--- src/rtl/dram_arbiter.sv ---
// dram_arbiter
// Shares one single-port synchronous DRAM between two cores. Each core posts a
// request on Mem_Ctrl (bit 0 read, bit 1 write; a write wins if both are set) and
// holds it until its dacq pulse. Grants rotate between the cores: on a tie the
// core that did not own the previous access goes first. Every access runs
// IDLE -> ACCESS -> (RDATA for reads) -> DONE. Because the FSM passes through
// IDLE between accesses, one access always finishes before the next grant.
//
// Ports
//   CLK, rst_n                   clock, asynchronous active-low reset
//   Mem_Ctrl0/1                  per-core request control
//   DAddress0/1                  per-core address
//   Ddout0/1                     per-core write data
//   Ddin0/1                      per-core read data (registered, held until the next read)
//   dacq0/1                      per-core one-cycle completion pulse
//   dram_addr/dram_data/dram_wren  DRAM command, registered, zero when not accessing
//   dram_q                       DRAM read data, valid the cycle after the address is sampled
//   busy                         access in flight or any request pending
//   acc_cnt0/1                   completed-access counters, wrap at 16 bits
module dram_arbiter #(
    parameter int AW = 8,
    parameter int DW = 8
) (
    input  logic          CLK,
    input  logic          rst_n,
    input  logic [3:0]    Mem_Ctrl0,
    input  logic [3:0]    Mem_Ctrl1,
    input  logic [AW-1:0] DAddress0,
    input  logic [AW-1:0] DAddress1,
    input  logic [DW-1:0] Ddout0,
    input  logic [DW-1:0] Ddout1,
    output logic [DW-1:0] Ddin0,
    output logic [DW-1:0] Ddin1,
    output logic          dacq0,
    output logic          dacq1,
    output logic [AW-1:0] dram_addr,
    output logic [DW-1:0] dram_data,
    output logic          dram_wren,
    input  logic [DW-1:0] dram_q,
    output logic          busy,
    output logic [15:0]   acc_cnt0,
    output logic [15:0]   acc_cnt1
);

    typedef enum logic [1:0] {
        ST_IDLE   = 2'd0,
        ST_ACCESS = 2'd1,
        ST_RDATA  = 2'd2,
        ST_DONE   = 2'd3
    } state_t;

    state_t        state_r;
    logic          owner_r;
    logic          prio_r;
    logic          is_wr_r;
    logic [DW-1:0] ddin0_r;
    logic [DW-1:0] ddin1_r;
    logic          dacq0_r;
    logic          dacq1_r;
    logic [AW-1:0] dram_addr_r;
    logic [DW-1:0] dram_data_r;
    logic          dram_wren_r;
    logic [15:0]   acc_cnt0_r;
    logic [15:0]   acc_cnt1_r;

    logic          req0_s;
    logic          req1_s;
    logic          grant_owner_s;
    logic [3:0]    grant_ctrl_s;
    logic [AW-1:0] grant_addr_s;
    logic [DW-1:0] grant_data_s;
    logic          busy_s;

    // Request decode and choice of the core that would be granted from IDLE.
    always_comb begin
        req0_s = Mem_Ctrl0[0] | Mem_Ctrl0[1];
        req1_s = Mem_Ctrl1[0] | Mem_Ctrl1[1];
        if (req0_s && req1_s) begin
            grant_owner_s = prio_r;
        end else if (req1_s) begin
            grant_owner_s = 1'b1;
        end else begin
            grant_owner_s = 1'b0;
        end
        if (grant_owner_s) begin
            grant_ctrl_s = Mem_Ctrl1;
            grant_addr_s = DAddress1;
            grant_data_s = Ddout1;
        end else begin
            grant_ctrl_s = Mem_Ctrl0;
            grant_addr_s = DAddress0;
            grant_data_s = Ddout0;
        end
        busy_s = (state_r != ST_IDLE) | req0_s | req1_s;
    end

    // Access sequencer: state, ownership, DRAM command and per-core results.
    // The DRAM command is loaded on entry to ACCESS so that it is valid for the
    // whole ACCESS cycle (and RDATA for reads), and cleared on entry to DONE.
    always_ff @(posedge CLK or negedge rst_n) begin
        if (!rst_n) begin
            state_r     <= ST_IDLE;
            owner_r     <= 1'b0;
            prio_r      <= 1'b0;
            is_wr_r     <= 1'b0;
            ddin0_r     <= '0;
            ddin1_r     <= '0;
            dacq0_r     <= 1'b0;
            dacq1_r     <= 1'b0;
            dram_addr_r <= '0;
            dram_data_r <= '0;
            dram_wren_r <= 1'b0;
            acc_cnt0_r  <= 16'd0;
            acc_cnt1_r  <= 16'd0;
        end else begin
            case (state_r)
                ST_IDLE: begin
                    if (req0_s || req1_s) begin
                        owner_r     <= grant_owner_s;
                        is_wr_r     <= grant_ctrl_s[1];
                        dram_addr_r <= grant_addr_s;
                        dram_data_r <= grant_data_s;
                        dram_wren_r <= grant_ctrl_s[1];
                        state_r     <= ST_ACCESS;
                    end else begin
                        state_r     <= ST_IDLE;
                    end
                end
                ST_ACCESS: begin
                    dram_wren_r <= 1'b0;
                    if (is_wr_r) begin
                        dram_addr_r <= '0;
                        dram_data_r <= '0;
                        dacq0_r     <= ~owner_r;
                        dacq1_r     <= owner_r;
                        state_r     <= ST_DONE;
                    end else begin
                        // Keep the address up while the DRAM returns data.
                        state_r     <= ST_RDATA;
                    end
                end
                ST_RDATA: begin
                    if (owner_r) begin
                        ddin1_r <= dram_q;
                    end else begin
                        ddin0_r <= dram_q;
                    end
                    dram_addr_r <= '0;
                    dram_data_r <= '0;
                    dacq0_r     <= ~owner_r;
                    dacq1_r     <= owner_r;
                    state_r     <= ST_DONE;
                end
                ST_DONE: begin
                    dacq0_r <= 1'b0;
                    dacq1_r <= 1'b0;
                    if (owner_r) begin
                        acc_cnt1_r <= acc_cnt1_r + 16'd1;
                    end else begin
                        acc_cnt0_r <= acc_cnt0_r + 16'd1;
                    end
                    // The core just served yields the next tie.
                    prio_r  <= ~owner_r;
                    state_r <= ST_IDLE;
                end
                default: begin
                    dacq0_r     <= 1'b0;
                    dacq1_r     <= 1'b0;
                    dram_addr_r <= '0;
                    dram_data_r <= '0;
                    dram_wren_r <= 1'b0;
                    state_r     <= ST_IDLE;
                end
            endcase
        end
    end

    assign Ddin0     = ddin0_r;
    assign Ddin1     = ddin1_r;
    assign dacq0     = dacq0_r;
    assign dacq1     = dacq1_r;
    assign dram_addr = dram_addr_r;
    assign dram_data = dram_data_r;
    assign dram_wren = dram_wren_r;
    assign busy      = busy_s;
    assign acc_cnt0  = acc_cnt0_r;
    assign acc_cnt1  = acc_cnt1_r;

endmodule

--- config.mk ---
export PLATFORM = sky130hd
export DESIGN_NAME = dram_arbiter
export DESIGN_NICKNAME = d
export VERILOG_FILES = /design/src/rtl/dram_arbiter.sv
export SDC_FILE = /design/constraint.sdc
export NUM_CORES = 1
export LEC_CHECK = 0
export BUFFER_PORTS_ARGS = -buffer_cell sky130_fd_sc_hd__clkbuf_2
export CAP_MARGIN = 40
export CELL_PAD_IN_SITES_DETAIL_PLACEMENT = 1
export CELL_PAD_IN_SITES_GLOBAL_PLACEMENT = 2
export CORE_AREA = 2 2 117 119
export DETAILED_ROUTE_END_ITERATION = 12
export DIE_AREA = 0 0 119 121
export MAX_ROUTING_LAYER = met4
export PLACE_DENSITY = 0.69
export SYNTH_ARGS = -nofsm -noshare
export SYNTH_HDL_FRONTEND = slang
export SYNTH_SLANG_ARGS = --single-unit
--- constraint.sdc ---
create_clock -name CLK -period 1.85 [get_ports CLK]
set_input_delay 0.0925 -clock CLK [delete_from_list [all_inputs] [get_ports CLK]]
set_output_delay 0.0925 -clock CLK [all_outputs]
set_load 0.01 [all_outputs]
# Word-level counts from Yosys, hierarchy flattened
# Cells that the tools add are included.
# Widths: inputs -> output; s select.
[classes]
reduce_logical = 15
n_mux = 19
addsub = 2
n_eq_ne = 5
bitwise = 5
[ops]
columns = ["operator", "n"]
rows = [
  ["$pmux 8 s3", 2],
  ["$mux 8", 5],
  ["$add 16x1->16 const B", 2],
  ["$reduce_and 2->1", 7],
  ["$pmux 2 s4", 1],
  ["$mux 1", 7],
  ["$pmux 1 s3", 2],
  ["$reduce_bool 3->1", 2],
  ["$eq 2x2->1 const B", 2],
  ["$ne 2x2->1 const B", 2],
  ["$or 1x1->1", 4],
  ["$reduce_bool 2->1", 2],
  ["$reduce_and 3->1", 1],
  ["$eq 2x1->1 const B", 1],
  ["$logic_not 2->1", 1],
  ["$mux 2", 1],
  ["$pmux 1 s2", 1],
  ["$logic_and 1x1->1", 1],
  ["$logic_or 1x1->1", 1],
  ["$not 1->1", 1],
]
[word_totals]
inputBits = 50
regBits = 72
word_cells = 59
output_inout_bits = 68

# Depth between registers and ports, before layout
[logic_depth]
word_depth = 6
ltp_mapped = 8
ltp_nobuf = 5

# Worst setup path after synthesis
# No wires, ideal clock.
[synth_timing]
path_type = "register -> register"
start = "register state_r[0]"
end = "register dram_addr_r[0] (netlist: dram_addr[0])"
synth_period_minus_slack_ps = 1834
required_ps = 1776
t_arrival_ps = 1760
slack_ps = 16
n_path_buf = 3
stages_incl_launch_ff = 9
setup_ps = 74
cell_sequence = "dfrtp_1 -> inv_1 -> ha_1 -> buf_2 -> a221o_4 -> or2_1 -> buf_6 -> buf_8 -> o21ai_2"
[synth_via]
elab_chain_cells = 3
elab_cells_between_ends = 8
classes_between = "4 x eq/ne; 1 x mux; 3 x reduce/logical"
[synth_rtl]
columns = ["item", "line", "text"]
rows = [
  ["from (decl)", "52", "state_t state_r;"],
  ["from (signal assigned)", "102", "state_r <= ST_IDLE;"],
  ["from (signal assigned)", "124", "state_r <= ST_ACCESS;"],
  ["from (signal assigned)", "126", "state_r <= ST_IDLE;"],
  ["$eq 2x1->1 (tied with other cells)", "116", "case (state_r)"],
  ["$ne 2x2->1 (no line) or $reduce_bool 3->1 (tied branches)", "n/a", ""],
  ["$reduce_and 3->1 (no line)", "n/a", ""],
  ["to (signal assigned)", "121", "dram_addr_r <= grant_addr_s;"],
  ["to (decl)", "60", "logic [AW-1:0] dram_addr_r;"],
]
# Parallel ways exist; a longest one is shown, timed or not.
# A chain may end at the register's enable or synchronous reset.

# Worst setup path in the final report
[layout_timing]
start = "register state_r[0]"
end = "register dram_data_r[0] (netlist: dram_data[0])"
[layout_via]
elab_chain_cells = 3
elab_cells_between_ends = 8
classes_between = "4 x eq/ne; 1 x mux; 3 x reduce/logical"
[layout_rtl]
columns = ["item", "line", "text"]
rows = [
  ["$eq 2x1->1 (tied with other cells)", "116", ""],
  ["$ne 2x2->1 (no line) or $reduce_bool 3->1 (tied branches)", "n/a", ""],
  ["$reduce_and 3->1 (no line)", "n/a", ""],
  ["to (signal assigned)", "122", "dram_data_r <= grant_data_s;"],
  ["to (decl)", "61", "logic [DW-1:0] dram_data_r;"],
]
# Parallel ways exist; a longest one is shown, timed or not.

==> flow_metrics.py <==
metrics = {
    "status": {
        "outcome": "complete, no violations",
    },
    "global_routing": {
        "grt_overflow": 0,
        "grt_start_max_net_pins": 39,
        "grt_busiest_layer": "met2",
        "grt_util_met3_pct": 3.10,
        "first_pass_grt_wire_length_mm": 13.2,
        "global_route.usage.met2_pct": 19.3,
        "met1_use_gr_pct": 14.3,
        "number_of_antenna_violations_at_the_first_check_in_global_routing": 0,
        "globalRouteTotalUtil_pct": 12.0,
        "first_global_vias": 2661,
    },
    "worst_setup_path": {
        "cpPeakStageDelay_ps": 400,
        "worstRegToRegCells": 6,
        "cp_max_fo": 16,
        "r2r_end": "dram_data[0]$_DFFE_PN0P_",
        "criticalPathCategory": "reg -> reg",
        "worst_ep_required_time_ps": 2100,
        "critical_path.reg2reg.startpoint": "state_r[0]$_DFF_PN0_",
        "critical_path_arrival_ps": 1980,
        "timing.critical_path.cells": "inv_1 -> ha_1 -> a221o_4 -> or2_1 -> buf_12 -> o21ai_0",
        "setup.reg_to_reg.worst_slack_ps": 120,
        "cp-start-kind": "register",
        "end_kind": "register",
        "slowest_stage": "sky130_fd_sc_hd__a221o_4",
    },
    "timing": {
        "post-route-min-period_ps": 1730,
        "hold_viol": 0,
        "worst_clock_skew_ps": 4.26,
        "fmax_ghz": 0.579,
        "rsz0062_at_grt": "false",
        "report.final.setup_viol": 0,
        "worstMarginPinSlew_ps": 482,
        "final.setup.tns_ps": 0,
        "slew_headroom_pct": 67.8,
        "min_period_over_period_pct": 93.4,
        "final-max-slew-violation-count": 0,
    },
    "detailed_routing": {
        "route.vias.total": 2481,
        "drcViolationCount": 0,
        "wl_per_cell_um": 13.7,
        "drt_iter0_markers": 77,
        "total_iterations_of_the_first_detailed_routing_run": 4,
        "vias_per_cell": 4.28,
        "antenna_left": 0,
        "totalWireLength_mm": 7.95,
    },
    "cts": {
        "numClockSinks": 72,
        "post_cts_buffers": 0,
        "tritoncts": "yes",
        "clock_path_buffers": 2,
        "clk_pin_slew_worst_paths_ps": 50,
        "number_of_h_tree_levels": 3,
        "numCtsBuffers": 9,
        "clk-insertion-delay-late_ps": 330,
        "root_buffer": "sky130_fd_sc_hd__clkbuf_16",
    },
    "placement": {
        "place.port_buffers": 113,
        "gp_routability_congestion": 0.739,
        "placed_cell_area_um2": 4080,
        "final_hpwl_from_detailed_placement_mm": 5.95,
    },
    "power_and_ir_drop": {
        "ir_drop_v": 0.000602,
        "power.density_nw_per_um2": 1520,
        "cell_leakage_power_nw": 2.23,
    },
    "yosys": {
        "synth_async_sr_flop_share_pct": 100,
        "postSynth.topFlopCell": "sky130_fd_sc_hd__dfrtp_1",
        "synth_cell_types": 35,
        "synth_nets": 325,
        "yosys.area_share.simple_pct": 12.1,
        "synth.mux.area_fraction_pct": 11.6,
        "ys_ff_latch": 72,
        "synth_top_family_by_area": "simple AND/OR/NAND/NOR gates",
        "synthesis.area_per_instance_um2": 12.0,
        "edff_count_synth": 0,
        "post_synthesis_cell_area_um2": 3220,
        "yosys.area_share.adder_pct": 2.33,
        "yosys_warnings": 0,
        "post_synth_xor_area_fraction_pct": 8.15,
        "netlist_instances": 269,
        "synth_compound_area_share_pct": 7.02,
        "yosysSeqAreaShare_pct": 55.9,
    },
    "floorplanning": {
        "placement_rows": 42,
        "io_pins": 118,
        "die_x_um": 119,
        "fp.dieH_um": 121,
        "placeableCoreArea_um2": 13100,
        "die-area_um2": 14400,
        "start_util_pct": 24.6,
    },
    "run": {
        "max_cap_violations": 0,
    },
    "cells_and_area": {
        "design_area_um2": 4410,
        "final_net_count": 456,
        "syn2layout_area_growth_pct": 36.8,
        "utilization_pct": 33.7,
        "fraction_of_layout_cells_with_a_size_suffix_above_1_pct": 43.2,
        "layout.cells.most_common": "sky130_fd_sc_hd__clkbuf_2",
        "layout.cells.most_common_list": "sky130_fd_sc_hd__clkbuf_2 (112), sky130_fd_sc_hd__dfrtp_1 (72), sky130_fd_sc_hd__nand2_1 (33)",
        "num_antenna_cells": 0,
    },
    "min_path": {
        "worst_min_delay_path_category": "in -> reg",
        "min_path_cells": 2,
        "holdPathEnd": "Ddin0[1]$_DFFE_PN0P_",
        "holdCritStartpoint": "dram_q[1]",
    },
}
## area by class of cell
class                      count  area (um2)
timing repair buffer         130         731
multi-input combinational    179        1360
inverter                       8        30.0
sequential                    72        1800
tap                          176         220
fill                        1475        8670
clock buffer                  14         274
## report_power, final
group / switching [mW] / leakage [nW] / total [mW] / internal (mW)
Sequential: 0.390 / 0.921 / 2.49 / 2.10
Combinational: 1.35 / 1.17 / 2.59 / 1.24
Clock: 0.612 / 0.135 / 1.62 / 1.00
Total: 2.35 / 2.23 / 6.70 / 4.34
## stage by stage
stage	hold slack (ps)	cells	total power [mW]	setup WS [ps]
after floorplan	-203	269	4.11	16.4
after global placement	88.2	561	5.06	90.9
after detailed placement	95.3	561	5.15	20.8
after CTS	0.269	579	6.84	73.9
after global routing	3.44	579	7.21	7.38
final	12.6	579	6.70	121
## worst max path at each step
stage / startpoint / slack [ps] / cells past startpoint / endpoint
floorplan: state_r[0]$_DFF_PN0_ / 20 / 8 / dram_addr[0]$_DFFE_PN0P_
global placement: state_r[0]$_DFF_PN0_ / 90 / 5 / acc_cnt1[15]$_DFFE_PN0P_
finish: state_r[0]$_DFF_PN0_ / 120 / 6 / dram_data[0]$_DFFE_PN0P_
CTS: state_r[0]$_DFF_PN0_ / 70 / 6 / dram_data[4]$_DFFE_PN0P_
global route: state_r[0]$_DFF_PN0_ / 7 / 6 / dram_data[0]$_DFFE_PN0P_
detailed placement: state_r[1]$_DFF_PN0_ / 20 / 5 / acc_cnt1[15]$_DFFE_PN0P_
## cell families (layout without fill, tap and decap cells)
group / count (synthesis) / count (layout)
and+or+nand+nor: 77 / 77
buffers and inverters: 18 / 152
adders and majority gates: 6 / 6
muxes: 35 / 35
DFF: 72 / 72
AOI/OAI and AO/OA: 31 / 31
xor gates and xnor gates: 30 / 30
## cell usage after synthesis, drive strengths merged, types with 7 or more instances
cell   count  share of area (%)
xnor2     16                4.3
mux2      19                6.6
nand2     33                3.8
o21ai     18                4.0
xor2      14                3.8
nor2      10                1.2
mux2i     16                5.0
nand3      9                1.4
inv        8               0.93
buf        7                1.6
dfrtp     72                 56
## worst max-delay path: cells and delay by family (launching register included)
kind                     cells  cell delay [ps]
AO/OA/AOI/OAI                2              560
flip-flops                   1              370
buffers and inverters        2              250
AND/OR/NAND/NOR              1              250
adder cells (fa/ha/maj)      1              220
## layer usage
metal | vias up | share of wire [%]
met5 | - | 0
met4 | 0 | 1.8
met3 | 11 | 5.5
met2 | 75 | 48
met1 | 1212 | 45
li1 | 1183 | -
## sequential cells by signal, indices dropped and copies added (netlist names)
name / flops
state_r: 2
Ddin0: 8
acc_cnt1: 16
dacq0: 1
dacq1: 1
owner_r: 1
prio_r: 1
acc_cnt0: 16
dram_data: 8
Ddin1: 8
dram_addr: 8
dram_wren: 1
is_wr_r: 1
## timing repair
action	4_1_cts	5_1_grt
pin swaps	0	1
hold endpoints to repair	39	0
setup endpoints to repair	1	6
hold buffers	4	0
gates resized for setup	1	6
No activity file was read; power rests on OpenSTA's default activity.
